**src/rtl/chacha_deserialiser.sv**
```systemverilog
`default_nettype none
// ============================================================================
// Module      : chacha_deserialiser
// Description : Receive side of the ChaCha20 block word stream. Collects 16
//               serial words into a 4x4 word matrix and hands the complete
//               block to the consumer with a valid/ready handshake.
// Revision    : 1.0 - initial release
// ----------------------------------------------------------------------------
// Parameters
//   WORD_W         width of one serial word / matrix element
//   REVERSE_ORDER  1: word k -> [3-k[3:2]][3-k[1:0]]  (first word -> [3][3])
//                  0: word k -> [k[3:2]][k[1:0]]      (first word -> [0][0])
// Ports
//   clk         clock, all state updates on the rising edge
//   rst         synchronous active-high reset
//   in_data     serial input word
//   in_valid    in_data is valid this cycle
//   in_ready    a word can be accepted this cycle (collecting)
//   flush       discard the partially collected block (ignored when full)
//   out_block   assembled 4x4 matrix
//   out_valid   out_block holds a complete block
//   out_ready   consumer takes out_block this cycle
//   word_count  words held in the current block, 0..16
// ============================================================================
module chacha_deserialiser #(
    parameter int WORD_W        = 32,
    parameter bit REVERSE_ORDER = 1'b1
) (
    input  logic                          clk,
    input  logic                          rst,
    input  logic [WORD_W-1:0]             in_data,
    input  logic                          in_valid,
    output logic                          in_ready,
    input  logic                          flush,
    output logic [3:0][3:0][WORD_W-1:0]   out_block,
    output logic                          out_valid,
    input  logic                          out_ready,
    output logic [4:0]                    word_count
);

    typedef enum logic [0:0] {
        S_FILL = 1'b0,
        S_FULL = 1'b1
    } state_t;

    state_t                        state_q;
    state_t                        state_d;
    logic [4:0]                    count_q;
    logic [4:0]                    count_d;
    logic [3:0][3:0][WORD_W-1:0]   block_q;

    logic                          wr_en;
    logic [3:0]                    wr_k;
    logic [1:0]                    wr_row;
    logic [1:0]                    wr_col;

    // Only the low four bits address the matrix; in FILL the count is 0..15.
    assign wr_k   = count_q[3:0];

    // For a 2-bit index, 3-x is simply the bitwise inverse.
    assign wr_row = REVERSE_ORDER ? ~wr_k[3:2] : wr_k[3:2];
    assign wr_col = REVERSE_ORDER ? ~wr_k[1:0] : wr_k[1:0];

    // ------------------------------------------------------------------
    // Next-state logic
    // ------------------------------------------------------------------
    always_comb begin
        state_d = state_q;
        count_d = count_q;
        wr_en   = 1'b0;
        case (state_q)
            S_FILL: begin
                // flush wins over a word presented in the same cycle
                if (flush) begin
                    count_d = '0;
                end else if (in_valid) begin
                    wr_en   = 1'b1;
                    count_d = count_q + 5'd1;
                    if (wr_k == 4'd15) begin
                        state_d = S_FULL;
                    end
                end
            end
            S_FULL: begin
                // flush and in_valid are ignored: a finished block is kept
                // until the consumer takes it.
                if (out_ready) begin
                    state_d = S_FILL;
                    count_d = '0;
                end
            end
            default: begin
                state_d = S_FILL;
                count_d = '0;
            end
        endcase
    end

    // ------------------------------------------------------------------
    // State and matrix registers
    // ------------------------------------------------------------------
    always_ff @(posedge clk) begin
        if (rst) begin
            state_q <= S_FILL;
            count_q <= '0;
            block_q <= '0;
        end else begin
            state_q <= state_d;
            count_q <= count_d;
            if (wr_en) begin
                block_q[wr_row][wr_col] <= in_data;
            end
        end
    end

    // Handshake flags are pure state decodes: no input-to-output paths.
    assign in_ready   = (state_q == S_FILL);
    assign out_valid  = (state_q == S_FULL);
    assign out_block  = block_q;
    assign word_count = count_q;

endmodule
`default_nettype wire

```
**config.mk**
```make
export PLATFORM = sky130hd
export DESIGN_NAME = chacha_deserialiser
export DESIGN_NICKNAME = d
export VERILOG_FILES = /design/src/rtl/chacha_deserialiser.sv
export SDC_FILE = /design/constraint.sdc
export NUM_CORES = 1
export LEC_CHECK = 0
export ABC_AREA = 1
export CORE_AREA = 2 2 216 218
export DETAILED_ROUTE_END_ITERATION = 10
export DIE_AREA = 0 0 218 220
export PLACE_DENSITY = 0.8
export SLEW_MARGIN = 15
export SYNTH_ARGS = -nofsm -noshare
export SYNTH_HDL_FRONTEND = slang
export SYNTH_SLANG_ARGS = --single-unit
```
**constraint.sdc**
```tcl
create_clock -name clk -period 4.8 [get_ports clk]
set_input_delay 1.44 -clock clk [delete_from_list [all_inputs] [get_ports clk]]
set_output_delay 1.44 -clock clk [all_outputs]
set_load 0.05 [all_outputs]
```
==> results.md, run 1 <==
- Status: finished clean
- CTS Buffer Depth: 3
- Fin. Hold Viols: 0
- First-pass GRT wire length: 108000 um
- Seq pwr share: 0.469
- # clock sinks: between 500 and 600
- Clock power share: 0.464
- Crit path max-delay family: buffers and inverters
- Slew of the pin with the lowest slew margin: 1030 ps
- Hold Buf Count CTS: 0
- Max capacitance violation total: 0
- DR pass1 iterations: 6
- Setup Crit Path Kind: reg2out
- Final setup vio count: 0
- Largest net degree at the start of global routing: ~110
- Comb pwr share: 0.067
- CTS resizes: 0
- Mean area per synthesized cell: between 7 and 8 um^2
- Internal Power: approximately 0.007 W
- Post-Syn Area: ~0.020 mm^2
- Gpl congestion: 0.823
- Vias in the first global route: 17300
- DIE AREA: roughly 0.048 mm^2
- Worst-path clk slew: around 60 ps
- CTS H-tree lvls: 2
- CP Max Fanout: 11
- Total GRT Usage: 0.294
- Critical Path RT: approximately 3400 ps
- Final nets: roughly 3100
- Post-CTS setup buffers: 0
- Root buffer cell: clkbuf_16
- Leak: 10.6 nW
- Max incr delay on CP: about 1000 ps
- Critical path launch point type: flop
- Clock Skew: 18.6 ps
- DR iter-0 viols: approximately 1600
- Net Sw Power: about 0.0022 W
- Share of layout cells above drive strength 1: 0.0511
- Tcrit/Tclk final: 0.792
- Setup WS pre-CTS: between 1000 and 1500 ps
- Net Sw Frac: 0.243
- Pwr/cell area: 343 mW/mm^2
- Io pins: approximately 560
- Pins Over Slew Limit: 0
- RSZ-0062 raised after global routing: false
- Async set-reset flop share out of synthesis: 0
- Hpwl dp: ~47000 um
- Final setup TNS: 0 ps
- Crit end category: output port
- Row Count: just under 80
- CP Depth: 1
- Post-synth top area share: 0.529
- Layout fillers: around 4100
- Die Ht: about 220 um
- Main synth FF type: dfxtp_1
- Area after DPL: 0.0252 mm^2
- Post-synth top area cell: dfxtp_1
- Top post-synthesis cells by area: dfxtp_1, nor2_1, nand2_1, nor3_1, o21ai_0
- I/O Buffers: between 500 and 600
- DRT antenna net count: 0
- Hold Path Class: reg2reg
- Initial Util: 0.427
- R2R cell count: 7
- Vias per cell: 5.30
- Slew headroom: 0.315
- Clock Latency Late Sink: 600 ps
- DRC: 0
- DR vias: ~20000
- Post-layout power: 0.00927 W
- Slowest cell on crit path: clkdlybuf4s50_1
- Wirelength, routed: around 74000 um
- Core box area: 0.0459 mm^2
- Synth unique cells: 25
- Register bit total from synthesis: a little over 500
- Fin crit period: 3800 ps
- CTS tree: built
- Die width: around 220 um
- Number of flops mapped to enable cells by yosys: 0
- Post-synth net total: between 2000 and 3000
- Post-Synthesis Cells: 2620
- CP arrival: 2360 ps
- Antenna diodes: 0
- Fmax: roughly 260 MHz
- GRT Residual Overflow: 0
- WL per Instance: roughly 20 um
- Total CTS buffers: 53
- Worst vdd ir: 270 uV
- Final setup margin: roughly 1000 ps
- WHS Path Cells: 2
- Sequential-to-total area share from yosys stat: 0.529
- CP Cell Sequence: clkdlybuf4s50_1
- Post-route cell area: between 0.02 and 0.03 mm^2
- WP buf/inv: 1
- Area growth syn-to-layout: 37.9%
- Initial antenna violation count: 0
- Ys Warns: 0
## layout make-up
type | count | area (um^2) | area share
Sequential cell | 518 | 10400 | 0.384
Multi-Input combinational cell | 1829 | 7990 | 0.296
Timing Repair Buffer | 586 | 5890 | 0.218
Clock buffer | 74 | 1570 | 0.0580
Tap cell | 607 | 759 | 0.0281
Clock inverter | 21 | 245 | 0.00908
Inverter | 47 | 185 | 0.00686
## routing by layer
metal  up-vias  track usage  part of all wire
met5         -            0                 0
met1      9107        0.367              0.39
met3       182       0.0908              0.11
li1       9198            -                 -
met2      1023        0.470              0.46
met4         0        0.125             0.040
## worst paths after layout
check | from | endpoint | slack, ps
worst min register to register | out_block[58] | out_block[58] | 470
worst min-delay path | out_block[58] | out_block[58] | 470
worst max-delay path | word_count[2] | word_count[2] | 1000
worst max register to register | word_count[0] | out_block[232] | 1860
## through the flow
stage	util	hold slack [ps]	instances
6_report	0.589	467	3682
4_1_cts	0.589	470	3682
3_3_place_gp	0.549	447	3587
5_1_grt	0.589	487	3682
3_5_place_dp	0.549	457	3587
2_1_floorplan	-	695	2620
## Yosys cell counts (5+ instances only)
| library cell | instances |
|---|---|
| buf_1 | 38 |
| buf_2 | 81 |
| buf_6 | 11 |
| clkbuf_1 | 80 |
| clkbuf_2 | 12 |
| dfxtp_1 | 518 |
| inv_1 | 42 |
| inv_2 | 5 |
| nand2_1 | 369 |
| nand3_1 | 100 |
| nor2_1 | 778 |
| nor2_2 | 5 |
| nor2_4 | 6 |
| nor3_1 | 256 |
| o21ai_0 | 232 |
| o21ai_1 | 58 |
## power by group through the flow
stage                     clock, W  combinational [W]  sequential [W]
after floorplan                  0           0.000269         0.00455
after global placement           0           0.000611         0.00444
after detailed placement         0           0.000613         0.00444
after CTS                  0.00431           0.000615         0.00435
after global routing       0.00448           0.000654         0.00435
final                      0.00430           0.000620         0.00435
## flip-flops by register name, summed over array words and instances (netlist names)
register	cells
out_block	512
out_valid	1
word_count	5
## layout by cell type, fill, tap and decap left out, types with 42 or more instances in the layout
cell type,n
clkbuf_16,53
clkdlybuf4s50_1,555
dfxtp_1,518
inv_1,42
nand2_1,369
nand3_1,100
nor2_1,775
nor3_1,256
o21ai_0,232
o21ai_1,58
## cell families after synthesis
| kind of cell | count (synthesis) | synth area share |
|---|---|---|
| and+or+nand+nor | 1531 | 0.329 |
| AOI/OAI and AO/OA | 294 | 0.0751 |
| buffers and inverters | 273 | 0.0636 |
| DFF | 518 | 0.529 |
| adders and majority gates | 4 | 0.00256 |
Power figures use the tool's default switching activity.
==> run 2, diff against run 1 <==
--- a/config.mk
+++ b/config.mk
@@ -6,10 +6,10 @@
 export NUM_CORES = 1
 export LEC_CHECK = 0
 export ABC_AREA = 1
-export CORE_AREA = 2 2 216 218
+export CORE_AREA = 2 2 218 220
 export DETAILED_ROUTE_END_ITERATION = 10
-export DIE_AREA = 0 0 218 220
-export PLACE_DENSITY = 0.8
+export DIE_AREA = 0 0 220 222
+export PLACE_DENSITY = 0.79
 export SLEW_MARGIN = 15
 export SYNTH_ARGS = -nofsm -noshare
 export SYNTH_HDL_FRONTEND = slang
==> constraint.sdc (replaced) <==
create_clock -name clk -period 3.7 [get_ports clk]
set_input_delay 1.11 -clock clk [delete_from_list [all_inputs] [get_ports clk]]
set_output_delay 1.11 -clock clk [all_outputs]
set_load 0.05 [all_outputs]
==> run 2 against run 1 <==
  * Total power increased by 29%
  * Final area increased by 0.86%
  * Sequential share of layout area decreased by 0.33 points
  * Clock skew increased by 2.6 ps
  * Register-to-register slack got worse by 830 ps
  * Count of clock-buffer cells in the layout unchanged
  * Clock power increased by 27%
  * Combinational power increased by 34%
  * Via count increased by 2.3%
  * Critical path type unchanged
  * Largest power group unchanged
==> results.md, run 2 (synthesis results as in run 1) <==
- Status: finished clean
- Gpl congestion: 0.846 (+2.8%)
- Die width: 220 um (+0.92%)
- Row Count: 79 (unchanged)
- GRT Residual Overflow: 0 (unchanged)
- Slew headroom: 0.394 (+0.0796)
- DR pass1 iterations: 6 (unchanged)
- Worst-path clk slew: 60 ps (about the same)
- CP Max Fanout: 11 (unchanged)
- Pins Over Slew Limit: 0 (unchanged)
- CTS Buffer Depth: 3 (unchanged)
- Initial antenna violation count: 7 (+7)
- Crit path max-delay family: buffers and inverters
- WP buf/inv: 1 (unchanged)
- Root buffer cell: clkbuf_16
- DRC: 0 (unchanged)
- CTS resizes: 0 (unchanged)
- Max incr delay on CP: 970 ps (-20 ps)
- Layout fillers: 4004 (-1.9%)
- Vias in the first global route: 18500 (+7.2%)
- Slowest cell on crit path: clkdlybuf4s50_1
- Pwr/cell area: 438 mW/mm^2 (+28%)
- Total GRT Usage: 0.306 (+0.0112)
- Critical path launch point type: flop
- DR iter-0 viols: 1911 (+19%)
- Setup Crit Path Kind: reg2out
- Worst vdd ir: 398 uV (+47%)
- Slew of the pin with the lowest slew margin: 909 ps (-119 ps)
- I/O Buffers: 555 (unchanged)
- WL per Instance: 20.9 um (+3.6%)
- Area after DPL: 0.0255 mm^2 (+1.1%)
- DRT antenna net count: 0 (unchanged)
- Tcrit/Tclk final: 0.936
- Core box area: 0.0463 mm^2 (+0.86%)
- Initial Util: 0.423 (-0.00365)
- Clock Skew: 21.2 ps (+2.59 ps)
- Commonest non-fill, non-tap cells in the layout: nor2_1, clkdlybuf4s50_1, dfxtp_1, nand2_1, nor3_1
- Fmax: 289 MHz
- CTS tree: built
- First-pass GRT wire length: 114000 um (+5.6%)
- CTS H-tree lvls: 2 (unchanged)
- Largest net degree at the start of global routing: 150 (+32%)
- Final setup TNS: 0 ps (unchanged)
- Post-route cell area: 0.0272 mm^2 (+0.86%)
- Final setup vio count: 0 (unchanged)
- CP arrival: 2350 ps (about the same)
- Clock Latency Late Sink: 600 ps (about the same)
- Die Ht: 222 um (+0.91%)
- Total CTS buffers: 52 (-1.9%)
- Leak: 10.7 nW (+0.94%)
- Wirelength, routed: 77500 um (+4.5%)
- CP Cell Sequence: clkdlybuf4s50_1
- Io pins: 556 (unchanged)
- Vias per cell: 5.38 (+1.5%)
- Hold Path Class: reg2reg
- Share of layout cells above drive strength 1: 0.0574 (+0.00638)
- Final nets: 3104 (+0.91%)
- Crit end category: output port
- Fin crit period: 3460 ps
- Post-CTS setup buffers: 0 (unchanged)
- DIE AREA: 0.0488 mm^2 (+1.8%)
- Hold Buf Count CTS: 0 (unchanged)
- DR vias: 20000 (+2.3%)
- # clock sinks: 518 (unchanged)
- Max capacitance violation total: 0 (unchanged)
- Max reg flops: 512 (unchanged)
- Hpwl dp: 51200 um (+8.2%)
- Area growth syn-to-layout: 39.1%
- Fin. Hold Viols: 0 (unchanged)
- RSZ-0062 raised after global routing: false
- Critical Path RT: 2590 ps (-770 ps)
- Commonest non-fill, non-tap cell in the layout: nor2_1
## run 2: cell count changes in the layout (fill, tap and decap cells not counted), moves of 3 or more
cell / previous run / this run
clkbuf_1: 5 / 8
diode_2: 0 / 6
clkinv_2: 13 / 5
buf_12: 8 / 12
buf_4: 23 / 48
clkinvlp_4: 0 / 3
## run 2: per-layer routing
metal | vias up | GRT usage | part of all wire
met5 | - | 0 | 0.00017
met4 | 2 | 0.155 | 0.049
met3 | 205 | 0.0855 | 0.11
met2 | 1091 | 0.488 | 0.46
met1 | 9410 | 0.375 | 0.38
li1 | 9251 | - | -
## run 2: path summary, 6_finish.rpt
check	startpoint	end	slack (ps)	cells past startpoint
max	word_count[2]	word_count[2]	240	1
max reg2reg	word_count[2]	out_block[284]	1030	4
min reg2reg	out_block[106]	out_block[106]	470	2
min	out_block[106]	out_block[106]	470	2
## run 2: final cells by class
class                      count  area, um^2  area share
sequential                   518       10400       0.381
antenna                        6        15.0    0.000551
clock inverter                16         235     0.00864
inverter                      47         185     0.00680
tap                          607         759      0.0279
clock buffer                  74        1520      0.0560
multi-input combinational   1829        7990       0.293
timing repair buffer         615        6160       0.226
## run 2: where the power goes
group | internal, W | total, W | switching (W)
registers | 0.00562 | 0.00565 | 0.0000276
logic | 0.000219 | 0.000831 | 0.000612
clock network | 0.00321 | 0.00546 | 0.00225
## run 2: per-stage QoR
step                hold WS, ps  power (W)   util  setup slack [ps]  instances
floorplan                   695    0.00626      -              1520       2620
global placement            449    0.00658  0.550               530       3616
detailed placement          458    0.00659  0.550               455       3616
CTS                         471     0.0120  0.588               222       3706
global route                490     0.0122  0.589               195       3712
finish                      468     0.0119  0.589               237       3712
==> run 3, diff against run 2 <==
--- a/config.mk
+++ b/config.mk
@@ -9,8 +9,8 @@
 export CORE_AREA = 2 2 218 220
 export DETAILED_ROUTE_END_ITERATION = 10
 export DIE_AREA = 0 0 220 222
-export PLACE_DENSITY = 0.79
-export SLEW_MARGIN = 15
+export PLACE_DENSITY = 0.7
+export SLEW_MARGIN = 20
 export SYNTH_ARGS = -nofsm -noshare
 export SYNTH_HDL_FRONTEND = slang
 export SYNTH_SLANG_ARGS = --single-unit
==> run 3 against run 2 <==
  * Register-to-register slack improved by 160 ps
  * Critical endpoint unchanged
  * Total power grew 1.6%
  * Critical path type unchanged
  * Count of clock-buffer cells in the layout grew 3
  * Largest power group is now clock
==> results.md, run 3 (synthesis results as in run 1) <==
- Largest net degree at the start of global routing: 105 (-30%)
- Clock Latency Late Sink: 610 ps (about the same)
- GRT Residual Overflow: 0 (unchanged)
- Max incr delay on CP: 1000 ps (+30 ps)
- Crit path max-delay family: buffers and inverters
- Final Util: 0.591 (+0.00197)
- WP buf/inv: 1 (unchanged)
- DIE AREA: 0.0488 mm^2 (unchanged)
- DRT antenna net count: 0 (unchanged)
- Slowest cell on crit path: clkdlybuf4s50_1
- Commonest non-fill, non-tap cells in the layout: nor2_1, clkdlybuf4s50_1, dfxtp_1, nand2_1, nor3_1
- Hold Path Class: reg2reg
- GR Layer Usage met1: 0.394 (+0.0192)
- Wirelength, routed: 77800 um (+0.43%)
- Worst vdd ir: 324 uV (-19%)
- CTS Buffer Depth: 3 (unchanged)
- WL per Instance: 20.9 um (+0.29%)
- CP Max Fanout: 11 (unchanged)
- Row Count: 79 (unchanged)
- Pins Over Slew Limit: 0 (unchanged)
- Worst-path clk slew: 60 ps (about the same)
- CTS H-tree lvls: 2 (unchanged)
- Hpwl dp: 51400 um (+0.36%)
- Commonest non-fill, non-tap cell in the layout: nor2_1
- DRC: 0 (unchanged)
- Die Ht: 222 um (unchanged)
- Share of layout cells above drive strength 1: 0.0586 (+0.00118)
- Pwr/cell area: 444 mW/mm^2 (+1.3%)
- First-pass GRT wire length: 114000 um (+0.35%)
- Met3 Usage GRT: 0.0778 (-0.00768)
- I/O Buffers: 555 (unchanged)
- Critical Path RT: 2590 ps (about the same)
- Setup Crit Path Kind: reg2out
- Gpl congestion: 0.844 (-0.30%)
- CTS tree: built
- DR vias: 19600 (-1.8%)
- Tcrit/Tclk final: 0.939 (+0.00296)
- CP arrival: 2360 ps (about the same)
- Max reg flops: 512 (unchanged)
- GRT busiest layer: met2
- Final setup TNS: 0 ps (unchanged)
- CP Cell Sequence: clkdlybuf4s50_1
- CTS resizes: 0 (unchanged)
- Vias in the first global route: 18100 (-2.2%)
- Die width: 220 um (unchanged)
- Area growth syn-to-layout: 39.5%
- Fin. Hold Viols: 0 (unchanged)
- RSZ-0062 raised after global routing: false
- Fmax: 288 MHz (-0.31%)
- Max capacitance violation total: 0 (unchanged)
- # clock sinks: 518 (unchanged)
- Slew headroom: 0.438 (+0.0437)
- Vias per cell: 5.28 (-1.9%)
- DR iter-0 viols: 1639 (-14%)
- Post-CTS setup buffers: 0 (unchanged)
- Initial antenna violation count: 5 (-2)
- Leak: 10.8 nW (+0.37%)
- Root buffer cell: clkbuf_16
- Io pins: 556 (unchanged)
- GR met2 Demand/Resource: 0.480 (-0.00872)
- Layout fillers: 4163 (+4.0%)
- Status: finished clean
- Crit end category: output port
- Critical path launch point type: flop
- Cells after DPL: 3614 (-0.055%)
- Core box area: 0.0463 mm^2 (unchanged)
- Total GRT Usage: 0.307 (+0.00122)
- Final setup vio count: 0 (unchanged)
- Final nets: 3103 (-0.032%)
- Initial Util: 0.423 (unchanged)
- Clock Skew: 24.5 ps (+3.30 ps)
- DR pass1 iterations: 7 (+1)
- Post-layout power: 0.0121 W (+1.6%)
- Fin crit period: 3470 ps (+10.9 ps)
- Final std cells w/o fill: 3717 (+0.13%)
- Slew of the pin with the lowest slew margin: 841 ps (-67.5 ps)
- Hold Buf Count CTS: 0 (unchanged)
- Total CTS buffers: 53 (+1.9%)
[run 3: path summary, 6_finish.rpt]
check	start	endpoint	slack [ps]	cells after the start
hold / removal	out_block[41]	out_block[41]	470	2
hold reg to reg	out_block[41]	out_block[41]	470	2
setup / recovery	word_count[2]	word_count[2]	230	1
setup reg to reg	word_count[2]	out_block[293]	1190	4
[run 3: final cells by class]
class | instances | area, um^2 | area share
diodes | 5 | 12.5 | 0.000458
clock buffers | 77 | 1580 | 0.0578
clock inverters | 21 | 267 | 0.00975
inverters | 47 | 185 | 0.00678
multi-input cells | 1829 | 8000 | 0.293
flip-flops and latches | 518 | 10400 | 0.379
well taps | 607 | 759 | 0.0278
repair buffers | 613 | 6150 | 0.225
[run 3: power by group]
part | leakage, nW | switching, W | internal, W
sequential | 4.18 | 0.0000268 | 0.00562
clock | 0.909 | 0.00229 | 0.00337
combinational | 5.68 | 0.000607 | 0.000218
total | 10.8 | 0.00292 | 0.00921
[run 3: metal layers]
metal | share of wire | wire (um)
met3 | 0.098 | 7640
met1 | 0.40 | 31300
met4 | 0.045 | 3530
met2 | 0.45 | 35400
met5 | 0 | 0
[run 3: metrics by stage]
stage	setup slack (ps)	instance area [um^2]	hold WS [ps]
final	226	27300	468
after detailed placement	359	25500	458
after global placement	461	25500	449
after global routing	196	27300	491
after CTS	223	27300	473
after floorplan	1520	19600	695
[run 3: tightest hold or removal path, cell delays in order (launching register included)]
cell,delay (ps)
dfxtp_1,320
nor2_1,50
nor2_1,70
